## src/rtl/operand_delivery_queue.sv

```systemverilog
// Operand delivery queue: buffers producer results and serialises each target into a reservation station
// request/ack handshake with retry and drop. Optional statistics counters under `ODQ_STATS_EN.
module operand_delivery_queue #(
    parameter int DEPTH      = 4,
    parameter int ACK_WINDOW = 2,
    parameter int MAX_RETRY  = 3,
    parameter int OPERAND_W  = 32,
    parameter int INSTR_W    = 7
) (
    input  logic                   clk,
    input  logic                   rst_n,
    input  logic                   flush,
    input  logic                   enq_valid,
    output logic                   enq_ready,
    input  logic [OPERAND_W-1:0]   enq_value,
    input  logic [1:0]             enq_tgt_vld,
    input  logic [2*INSTR_W-1:0]   enq_tgt_instr,
    input  logic [3:0]             enq_tgt_slot,
    output logic                   req_out,
    output logic [INSTR_W-1:0]     dest_instr_out,
    output logic [1:0]             dest_slot_out,
    output logic [OPERAND_W-1:0]   operand_out,
    input  logic                   ack_in,
    output logic                   drop_pulse,
    output logic                   busy
`ifdef ODQ_STATS_EN
    ,
    output logic [15:0]            stat_delivered,
    output logic [15:0]            stat_dropped
`endif
);

    localparam int AW  = $clog2(DEPTH);
    localparam int WW  = (ACK_WINDOW > 1) ? $clog2(ACK_WINDOW) : 1;
    localparam int RCW = (MAX_RETRY > 0) ? $clog2(MAX_RETRY + 1) : 1;
    localparam logic [WW-1:0]  WAIT_LAST = WW'(ACK_WINDOW - 1);
    localparam logic [RCW-1:0] RETRY_MAX = RCW'(MAX_RETRY);
    localparam logic [AW:0]    PTR_ONE   = (AW + 1)'(1);

    // Handshake: req_out is a one-cycle pulse carrying dest_instr_out/dest_slot_out/operand_out;
    // the station answers with ack_in exactly one cycle later, which is only honoured in WAIT.
    typedef enum logic [1:0] {S_IDLE, S_REQ, S_WAIT} state_t;

    logic [OPERAND_W-1:0] mem_value [DEPTH];
    logic [1:0]           mem_vld   [DEPTH];
    logic [2*INSTR_W-1:0] mem_instr [DEPTH];
    logic [3:0]           mem_slot  [DEPTH];

    logic [AW:0] wr_ptr, rd_ptr;
    logic        full, empty, push, pop;
    logic [1:0]  enq_vld_clean;

    state_t         state_q, state_d;
    logic           tgt_q, tgt_d;
    logic [WW-1:0]  wait_q, wait_d;
    logic [RCW-1:0] retry_q, retry_d;
    logic           req_d, drop_d, load, tgt_done;

    logic [AW-1:0]        head;
    logic [1:0]           head_vld;
    logic [INSTR_W-1:0]   sel_instr;
    logic [1:0]           sel_slot;

    assign full      = (wr_ptr[AW] != rd_ptr[AW]) && (wr_ptr[AW-1:0] == rd_ptr[AW-1:0]);
    assign empty     = (wr_ptr == rd_ptr);
    assign enq_ready = !full;
    assign push      = enq_valid && !full;
    assign busy      = !empty || (state_q != S_IDLE);

    // Slot 3 is not addressable, so such targets are silently discarded on entry.
    assign enq_vld_clean[0] = enq_tgt_vld[0] && (enq_tgt_slot[1:0] != 2'd3);
    assign enq_vld_clean[1] = enq_tgt_vld[1] && (enq_tgt_slot[3:2] != 2'd3);

    assign head      = rd_ptr[AW-1:0];
    assign head_vld  = empty ? 2'b00 : mem_vld[head];
    assign sel_instr = tgt_d ? mem_instr[head][2*INSTR_W-1:INSTR_W] : mem_instr[head][INSTR_W-1:0];
    assign sel_slot  = tgt_d ? mem_slot[head][3:2] : mem_slot[head][1:0];

    always_ff @(posedge clk) begin
        if (push && !flush) begin
            mem_value[wr_ptr[AW-1:0]] <= enq_value;
            mem_vld[wr_ptr[AW-1:0]]   <= enq_vld_clean;
            mem_instr[wr_ptr[AW-1:0]] <= enq_tgt_instr;
            mem_slot[wr_ptr[AW-1:0]]  <= enq_tgt_slot;
        end
    end

    always_comb begin
        state_d  = state_q;
        tgt_d    = tgt_q;
        wait_d   = wait_q;
        retry_d  = retry_q;
        req_d    = 1'b0;
        drop_d   = 1'b0;
        load     = 1'b0;
        pop      = 1'b0;
        tgt_done = 1'b0;
        case (state_q)
            S_IDLE: begin
                if (head_vld != 2'b00) begin
                    state_d = S_REQ;
                    tgt_d   = !head_vld[0];
                    retry_d = '0;
                    req_d   = 1'b1;
                    load    = 1'b1;
                end else if (!empty) begin
                    pop = 1'b1;
                end
            end
            S_REQ: begin
                state_d = S_WAIT;
                wait_d  = '0;
            end
            S_WAIT: begin
                if (ack_in) begin
                    tgt_done = 1'b1;
                end else if (wait_q == WAIT_LAST) begin
                    if (retry_q < RETRY_MAX) begin
                        retry_d = retry_q + RCW'(1);
                        state_d = S_REQ;
                        req_d   = 1'b1;
                    end else begin
                        drop_d   = 1'b1;
                        tgt_done = 1'b1;
                    end
                end else begin
                    wait_d = wait_q + WW'(1);
                end
                // Target 1 still pending after target 0 closes: keep the head and request it.
                if (tgt_done) begin
                    if (!tgt_q && head_vld[1]) begin
                        tgt_d   = 1'b1;
                        retry_d = '0;
                        state_d = S_REQ;
                        req_d   = 1'b1;
                        load    = 1'b1;
                    end else begin
                        pop     = 1'b1;
                        state_d = S_IDLE;
                    end
                end
            end
            default: state_d = S_IDLE;
        endcase
    end

    always_ff @(posedge clk or negedge rst_n) begin
        if (!rst_n) begin
            state_q        <= S_IDLE;
            tgt_q          <= 1'b0;
            wait_q         <= '0;
            retry_q        <= '0;
            wr_ptr         <= '0;
            rd_ptr         <= '0;
            req_out        <= 1'b0;
            drop_pulse     <= 1'b0;
            dest_instr_out <= '0;
            dest_slot_out  <= '0;
            operand_out    <= '0;
        end else if (flush) begin
            state_q    <= S_IDLE;
            tgt_q      <= 1'b0;
            wait_q     <= '0;
            retry_q    <= '0;
            wr_ptr     <= '0;
            rd_ptr     <= '0;
            req_out    <= 1'b0;
            drop_pulse <= 1'b0;
        end else begin
            state_q    <= state_d;
            tgt_q      <= tgt_d;
            wait_q     <= wait_d;
            retry_q    <= retry_d;
            req_out    <= req_d;
            drop_pulse <= drop_d;
            if (push) wr_ptr <= wr_ptr + PTR_ONE;
            if (pop)  rd_ptr <= rd_ptr + PTR_ONE;
            if (load) begin
                dest_instr_out <= sel_instr;
                dest_slot_out  <= sel_slot;
                operand_out    <= mem_value[head];
            end
        end
    end

`ifdef ODQ_STATS_EN
    // Statistics survive flush; only reset clears them.
    always_ff @(posedge clk or negedge rst_n) begin
        if (!rst_n) begin
            stat_delivered <= '0;
            stat_dropped   <= '0;
        end else if (!flush) begin
            if (state_q == S_WAIT && ack_in && stat_delivered != 16'hFFFF)
                stat_delivered <= stat_delivered + 16'd1;
            if (drop_d && stat_dropped != 16'hFFFF)
                stat_dropped <= stat_dropped + 16'd1;
        end
    end
`endif

endmodule

```

## config.mk

```make
export PLATFORM = sky130hd
export DESIGN_NAME = operand_delivery_queue
export DESIGN_NICKNAME = d
export VERILOG_FILES = /design/src/rtl/operand_delivery_queue.sv
export SDC_FILE = /design/constraint.sdc
export NUM_CORES = 1
export LEC_CHECK = 0
export CELL_PAD_IN_SITES_DETAIL_PLACEMENT = 1
export CELL_PAD_IN_SITES_GLOBAL_PLACEMENT = 1
export CORE_ASPECT_RATIO = 0.8
export CORE_MARGIN = 3
export CORE_UTILIZATION = 49
export CTS_CLUSTER_SIZE = 24
export DETAILED_ROUTE_END_ITERATION = 8
export GPL_ROUTABILITY_DRIVEN = 0
export GPL_TIMING_DRIVEN = 0
export MAX_ROUTING_LAYER = met4
export PLACE_DENSITY_LB_ADDON = 0.15
export SLEW_MARGIN = 20
export SYNTH_ARGS = -nofsm -noshare
export SYNTH_HDL_FRONTEND = slang
export SYNTH_SLANG_ARGS = --single-unit
export TNS_END_PERCENT = 10
```

## constraint.sdc

```tcl
create_clock -name clk -period 5.9 [get_ports clk]
set_input_delay 1.18 -clock clk [delete_from_list [all_inputs] [get_ports clk]]
set_output_delay 1.18 -clock clk [all_outputs]
set_load 0.01 [all_outputs]
```

==> parameters.txt, run 1 <==
Parameter                              Value

STA
  Final max-slew violation count ... 0
  Final clock skew ... 0.00965 ns
  Hold violation count in the final report ... 0
  Peak clock frequency supported by timing ... 263 MHz
  Pin slew with the least headroom to its limit ... 0.944 ns
  Unrepaired setup endpoints after global routing ... no
  Post-route worst hold slack ... 0.512 ns
  Post-route fraction of the period consumed by the critical path ... 0.645
  Headroom to the max-slew limit ... 0.371
  Minimum clock period ... 3.80 ns
  Final setup violation count ... 0

Floorplanning
  Std-Cell Rows ... 46
  Area of the die ... 0.0226 mm²
  Core ar. ... 0.0201 mm²
  Y dimension of the die ... 135 µm
  Top-level I/O count ... 102
  Initial Util ... 0.506
  Die width ... 167 µm

Global route
  Aggregate global routing overflow ... 0
  Global router's overall resource usage ... 0.199
  Maximum number of pins on one net before global-route repair ... 41
  Initial antenna violation count ... 1
  Number of global-route vias before repair ... about 5800
  First-pass GRT wire length ... 33500 µm

Routing
  Uppermost routed layer ... met4
  Post-Route M1 WL ... 9410 µm
  Number of DRC markers after the initial detailed-route iteration ... ~320
  Number of design rule violations left after detail routing ... 0
  Met2 wire len ... 10700 µm
  Sum of routed wire length over all layers ... about 21000 µm
  Detailed-route vias per instance ... between 5 and 6
  Antenna violation net count after detailed routing ... 0
  Post-DR wirelength/cell ... 23.5 µm
  Count of TritonRoute iterations in the first routing pass ... 4
  Count of vias placed by the detailed router ... just over 5000
  Wire length on met3 ... between 800 and 900 µm

Logic synthesis
  Cell types with the largest area share after synthesis ... sky130_fd_sc_hd__edfxtp_1 61%, sky130_fd_sc_hd__dfrtp_1 13%, sky130_fd_sc_hd__mux4_2 11%
  Most common cell in the netlist ... sky130_fd_sc_hd__edfxtp_1
  Most used DFF post-synth ... sky130_fd_sc_hd__edfxtp_1
  Warnings from Yosys ... 0
  Count of cell types in the netlist ... 45
  Yosys top cell by area ... sky130_fd_sc_hd__edfxtp_1
  Async set-reset flop share out of synthesis ... 0.209
  Synth top area share ... 0.613
  Synth Cell Area ... approximately 0.010 mm²
  Net count after synthesis ... 550
  Cells after synthesis ... 488
  Total of flip-flops plus latches after synthesis ... 263
  Number of enable-type register cells in the synthesized netlist ... 208
  Top cells by count, synth ... 208 x sky130_fd_sc_hd__edfxtp_1, 55 x sky130_fd_sc_hd__dfrtp_1, 52 x sky130_fd_sc_hd__mux4_2
  Avg Cell Area, Syn ... 20.9 µm²
  Sequential cell area fraction in the yosys report ... 0.747

Finish
  Post-layout utilization of the core ... 0.624
  Growth of design area from synthesis to finish ... 23.3%
  Nets ... 689
  Layout cell share with drive strength beyond 1 ... 0.243
  Filler Cell Count ... 1709

Pwr
  Sum of internal, switching and leakage power ... 5030 µW
  Leakage power total ... 0.00435 µW
  Power density relative to cell area ... 400 mW/mm²
  Maximum VDD drop ... approximately 0.25 mV

Worst setup path
  Start-to-end type of the worst setup path ... reg2out
  Worst path arrival time ... 2.62 ns
  CP max-delay cell ... sky130_fd_sc_hd__nor3_1
  Cell family with most CP delay ... simple AND/OR/NAND/NOR gates
  Category of the worst setup path launch point ... register
  Endpoint class of the critical path ... output port
  Required time at the worst-slack endpoint ... ~4.7 ns
  Maximum cell stage delay along the critical path ... ~0.6 ns
  Number of buffers and inverters on the critical path ... 2
  Worst-path cell chain ... buf_2 > xor2_2 > nor3_1 > nand2_1 > clkdlybuf4s50_1
  CP max FO ... 9

Clocking
  Total number of H-tree levels ... 1
  TritonCTS clock tree ... yes
  Quantity of hold-fixing buffers added after cts ... 0
  Clk_lat worst skew ... 0.53 ns
  Post-cts repair resize count ... 0
  Max Buffers Root-to-Sink ... 3
  Root Buffer ... sky130_fd_sc_hd__clkbuf_16
  Number of post-CTS setup repair buffers ... 0
  Register clock-pin slew on the reported worst setup and hold paths ... 0.06 ns
  Number of clock sinks ... 263
  Number of CTS-inserted buffers ... 26

Placement
  Placed wire-length estimate ... 13900 µm
  Number of buffers inserted by port buffering ... 100

Hold path
  Hold Path Class ... reg2reg

Status
  Outcome ... completed

Run
  Number of max-capacitance violations reported ... 0
==> cells by family after synthesis <==
logic type | after synthesis | synth area share
compound gates | 41 | 0.0283
xor+xnor | 6 | 0.00663
fa+ha+maj | 5 | 0.00613
buf+inv | 29 | 0.0150
flops | 263 | 0.747
mux | 95 | 0.173
simple gates | 49 | 0.0236
==> registers in the layout, summed over array words and instances, names as in the netlist <==
signal,flops
drop_pulse,1
operand_out,32
mem_instr,56
mem_vld,8
wait_q,1
rd_ptr,3
retry_q,2
mem_value,128
dest_slot_out,2
wr_ptr,3
tgt_q,1
req_out,1
mem_slot,16
state_q,2
dest_instr_out,7
==> cells in the final DEF (no fill, tap or decap), drive strengths merged, types with 5 or more instances in the layout <==
| master | netlist | layout |
|---|---|---|
| edfxtp | 208 | 208 |
| clkdlybuf4s50 | 0 | 99 |
| dfrtp | 55 | 55 |
| mux4 | 52 | 52 |
| clkbuf | 15 | 49 |
| mux2 | 33 | 33 |
| nor2 | 27 | 27 |
| buf | 8 | 20 |
| a21oi | 13 | 13 |
| mux2i | 10 | 10 |
| clkinv | 0 | 10 |
| inv | 6 | 6 |
| ha | 5 | 5 |
==> per-layer routing <==
layer  GRT usage  up-vias
li1            -     2240
met1       0.263     2672
met2       0.334      124
met3      0.0351       35
met4      0.0391        0
met5           -        -
==> cell type report <==
cell class | count | area (µm²) | share of cell area
Clock buffer | 34 | 741 | 0.0589
Timing Repair Buffer | 111 | 1150 | 0.0918
Tap cell | 264 | 330 | 0.0263
Buffer | 23 | 130 | 0.0103
Inverter | 6 | 22.5 | 0.00179
Multi-Input combinational cell | 196 | 2430 | 0.194
Sequential cell | 263 | 7620 | 0.606
Clock inverter | 14 | 136 | 0.0108
Antenna cell | 1 | 2.50 | 0.000199
==> final timing paths <==
check | slack [ns] | end | cells past startpoint | startpoint
setup / recovery | 2.10 | busy | 5 | rd_ptr[1]
hold / removal | 0.51 | operand_out[10] | 1 | operand_out[10]
setup reg to reg | 3.27 | mem_instr[3][9] | 7 | rd_ptr[1]
hold reg to reg | 0.51 | operand_out[10] | 1 | operand_out[10]
max in group asynchronous | 4.78 | operand_out[8] | 2 | rst_n
min in group asynchronous | 0.58 | retry_q[0] | 1 | rst_n
==> power breakdown <==
group	leakage (µW)	internal [µW]	switching, µW
Sequential	0.00256	2200	124
Clock	0.000430	973	675
Combinational	0.00136	622	430
Total	0.00435	3800	1230
==> through the flow <==
stage               instances  setup slack (ns)  cell area [µm²]  TNS (ns)
detailed placement        863              2.58            11700         0
floorplan                 488             0.176            10200         0
global placement          852             -3.02            11500   -156.65
finish                    912              2.10            12600         0
CTS                       911              2.08            12600         0
global route              912              2.00            12600         0
Note: power is estimated with default switching activity, not from simulation.
==> run 2: changes to the inputs <==
--- a/config.mk
+++ b/config.mk
@@ -9,7 +9,7 @@
 export CELL_PAD_IN_SITES_GLOBAL_PLACEMENT = 1
 export CORE_ASPECT_RATIO = 0.8
 export CORE_MARGIN = 3
-export CORE_UTILIZATION = 49
+export CORE_UTILIZATION = 45
 export CTS_CLUSTER_SIZE = 24
 export DETAILED_ROUTE_END_ITERATION = 8
 export GPL_ROUTABILITY_DRIVEN = 0
==> constraint.sdc (replaced) <==
create_clock -name clk -period 3.5 [get_ports clk]
set_input_delay 0.7 -clock clk [delete_from_list [all_inputs] [get_ports clk]]
set_output_delay 0.7 -clock clk [all_outputs]
set_load 0.01 [all_outputs]
==> run 2 against run 1 <==
- sequential share of layout area is essentially flat
- critical path type unchanged
- non-clock buffer count shrank 3
- via count is 0.16% higher
==> parameters.txt, run 2 (synthesis results as in run 1) <==
Parameter                              Value

Pwr
  Sum of internal, switching and leakage power ... 8360 µW (+66%)
  Power density relative to cell area ... 664 mW/mm² (+66%)
  Maximum VDD drop ... 0.529 mV (+110%)
  Leakage power total ... 0.00432 µW (-0.72%)

Routing
  Number of DRC markers after the initial detailed-route iteration ... 284 (-10%)
  Post-DR wirelength/cell ... 22.4 µm (-4.4%)
  Wire length on met3 ... 1120 µm (+28%)
  Number of design rule violations left after detail routing ... 0 (unchanged)
  Met2 wire len ... 10300 µm (-3.9%)
  Post-Route M1 WL ... 9470 µm (+0.63%)
  Antenna violation net count after detailed routing ... 0 (unchanged)
  Count of vias placed by the detailed router ... 5079 (+0.16%)
  Sum of routed wire length over all layers ... 21200 µm (-1.0%)
  Detailed-route vias per instance ... 5.38 (-3.2%)
  Count of TritonRoute iterations in the first routing pass ... 6 (+2)
  Uppermost routed layer ... met4

Clocking
  Number of post-CTS setup repair buffers ... 0 (unchanged)
  Root Buffer ... sky130_fd_sc_hd__clkbuf_16
  Number of CTS-inserted buffers ... 26 (unchanged)
  Max Buffers Root-to-Sink ... 3 (unchanged)
  Post-cts repair resize count ... 0 (unchanged)
  TritonCTS clock tree ... yes
  Quantity of hold-fixing buffers added after cts ... 0 (unchanged)
  Register clock-pin slew on the reported worst setup and hold paths ... 0.06 ns (about the same)
  Clk_lat worst skew ... 0.52 ns (about the same)
  Number of clock sinks ... 263 (unchanged)
  Total number of H-tree levels ... 1 (unchanged)

Worst setup path
  Maximum cell stage delay along the critical path ... 0.58 ns (-0.02 ns)
  Worst path arrival time ... 2.62 ns (about the same)
  Start-to-end type of the worst setup path ... reg2out
  Endpoint class of the critical path ... output port
  Category of the worst setup path launch point ... register
  Required time at the worst-slack endpoint ... 2.80 ns (-1.92 ns)
  CP max FO ... 9 (unchanged)
  CP max-delay cell ... sky130_fd_sc_hd__nor3_1
  Worst-path cell chain ... buf_2 > xor2_2 > nor3_1 > nand2_1 > clkdlybuf4s50_1

Floorplanning
  Std-Cell Rows ... 48 (+4.3%)
  Area of the die ... 0.0245 mm² (+8.5%)
  Core ar. ... 0.0219 mm² (+8.8%)
  Y dimension of the die ... 141 µm (+4.2%)
  Initial Util ... 0.465 (-0.0410)
  Die width ... 174 µm (+4.2%)
  Top-level I/O count ... 102 (unchanged)

STA
  Minimum clock period ... 3.32 ns
  Post-route worst hold slack ... 0.0649 ns (-0.447 ns)
  Pin slew with the least headroom to its limit ... 0.918 ns (-0.0261 ns)
  Hold violation count in the final report ... 0 (unchanged)
  Final setup violation count ... 0 (unchanged)
  Final clock skew ... 0.0172 ns (+0.00760 ns)
  Post-route fraction of the period consumed by the critical path ... 0.950
  Unrepaired setup endpoints after global routing ... no
  Peak clock frequency supported by timing ... 301 MHz
  Least setup slack across all paths after layout ... 0.175 ns (-1.92 ns)
  Final max-slew violation count ... 0 (unchanged)
  Headroom to the max-slew limit ... 0.388 (+0.0174)
  Setup TNS Final ... 0 ns (unchanged)

Finish
  Post-layout utilization of the core ... 0.574 (-0.0503)
  Nets ... 686 (-0.44%)
  Layout cell share with drive strength beyond 1 ... 0.230 (-0.0125)
  Commonest cells after routing, fill and taps aside ... 208 x sky130_fd_sc_hd__edfxtp_1, 99 x sky130_fd_sc_hd__clkdlybuf4s50_1, 55 x sky130_fd_sc_hd__dfrtp_1
  Filler Cell Count ... 1918 (+12%)
  Largest register FFs ... 128 (unchanged)
  Growth of design area from synthesis to finish ... 23.4% (about the same)
  Commonest non-fill, non-tap cell in the layout ... sky130_fd_sc_hd__edfxtp_1

Placement
  Worst slack, placed ... 0.628 ns (-1.96 ns)
  Number of buffers inserted by port buffering ... 100 (unchanged)
  Placed wire-length estimate ... 13500 µm (-2.9%)

Hold path
  Hold Path Class ... in2async

Global route
  Aggregate global routing overflow ... 0 (unchanged)
  Initial antenna violation count ... 1 (unchanged)
  Global router's overall resource usage ... 0.179 (-0.0197)
  Maximum number of pins on one net before global-route repair ... 42 (+2.4%)
  First-pass GRT wire length ... 32800 µm (-1.9%)
  Number of global-route vias before repair ... 5611 (-2.8%)

Run
  Number of max-capacitance violations reported ... 0 (unchanged)

Status
  Outcome ... completed
[run 2: path summary, 6_finish.rpt]
path                            startpoint              end  slack [ns]  cells after the start
max                              rd_ptr[1]             busy        0.18                      5
min in group clk           operand_out[28]  operand_out[28]        0.51                      1
min reg2reg                operand_out[28]  operand_out[28]        0.51                      1
max reg2reg                      rd_ptr[1]  mem_value[1][1]        0.83                      6
max in group asynchronous            rst_n   operand_out[1]        2.88                      2
min                                  rst_n           wait_q        0.06                      1
[run 2: critical path, delay by kind of cell (launching register included)]
| family | cells | cell delay, ns |
|---|---|---|
| buf+inv | 2 | 0.74 |
| simple gates | 2 | 0.72 |
| flops | 1 | 0.40 |
| xor+xnor | 1 | 0.24 |
[run 2: metrics by stage]
stage,cells,instance area [µm²]
after floorplan,488,10200
after global placement,888,11600
after detailed placement,896,11800
after CTS,943,12600
after global routing,944,12600
final,944,12600
[run 2: area by class of cell]
cell class	count	area [µm²]	area share
inverters	6	22.5	0.00179
diodes	1	2.50	0.000199
clock inverters	9	78.8	0.00627
clock buffers	38	737	0.0586
multi-input cells	196	2440	0.194
plain buffers	23	130	0.0103
repair buffers	108	1170	0.0930
well taps	300	375	0.0298
flip-flops and latches	263	7620	0.606
[run 2: per-layer routing]
layer  vias to the layer above  global-route usage
li1                       2238                   -
met1                      2687               0.243
met3                        24              0.0326
met2                       130               0.293
met5                         -                   -
met4                         0              0.0309
[run 2: power by group]
part | internal (µW) | switching, µW
Clock | 1540 | 1130
Combinational | 1050 | 730
Sequential | 3710 | 204
Total | 6300 | 2060
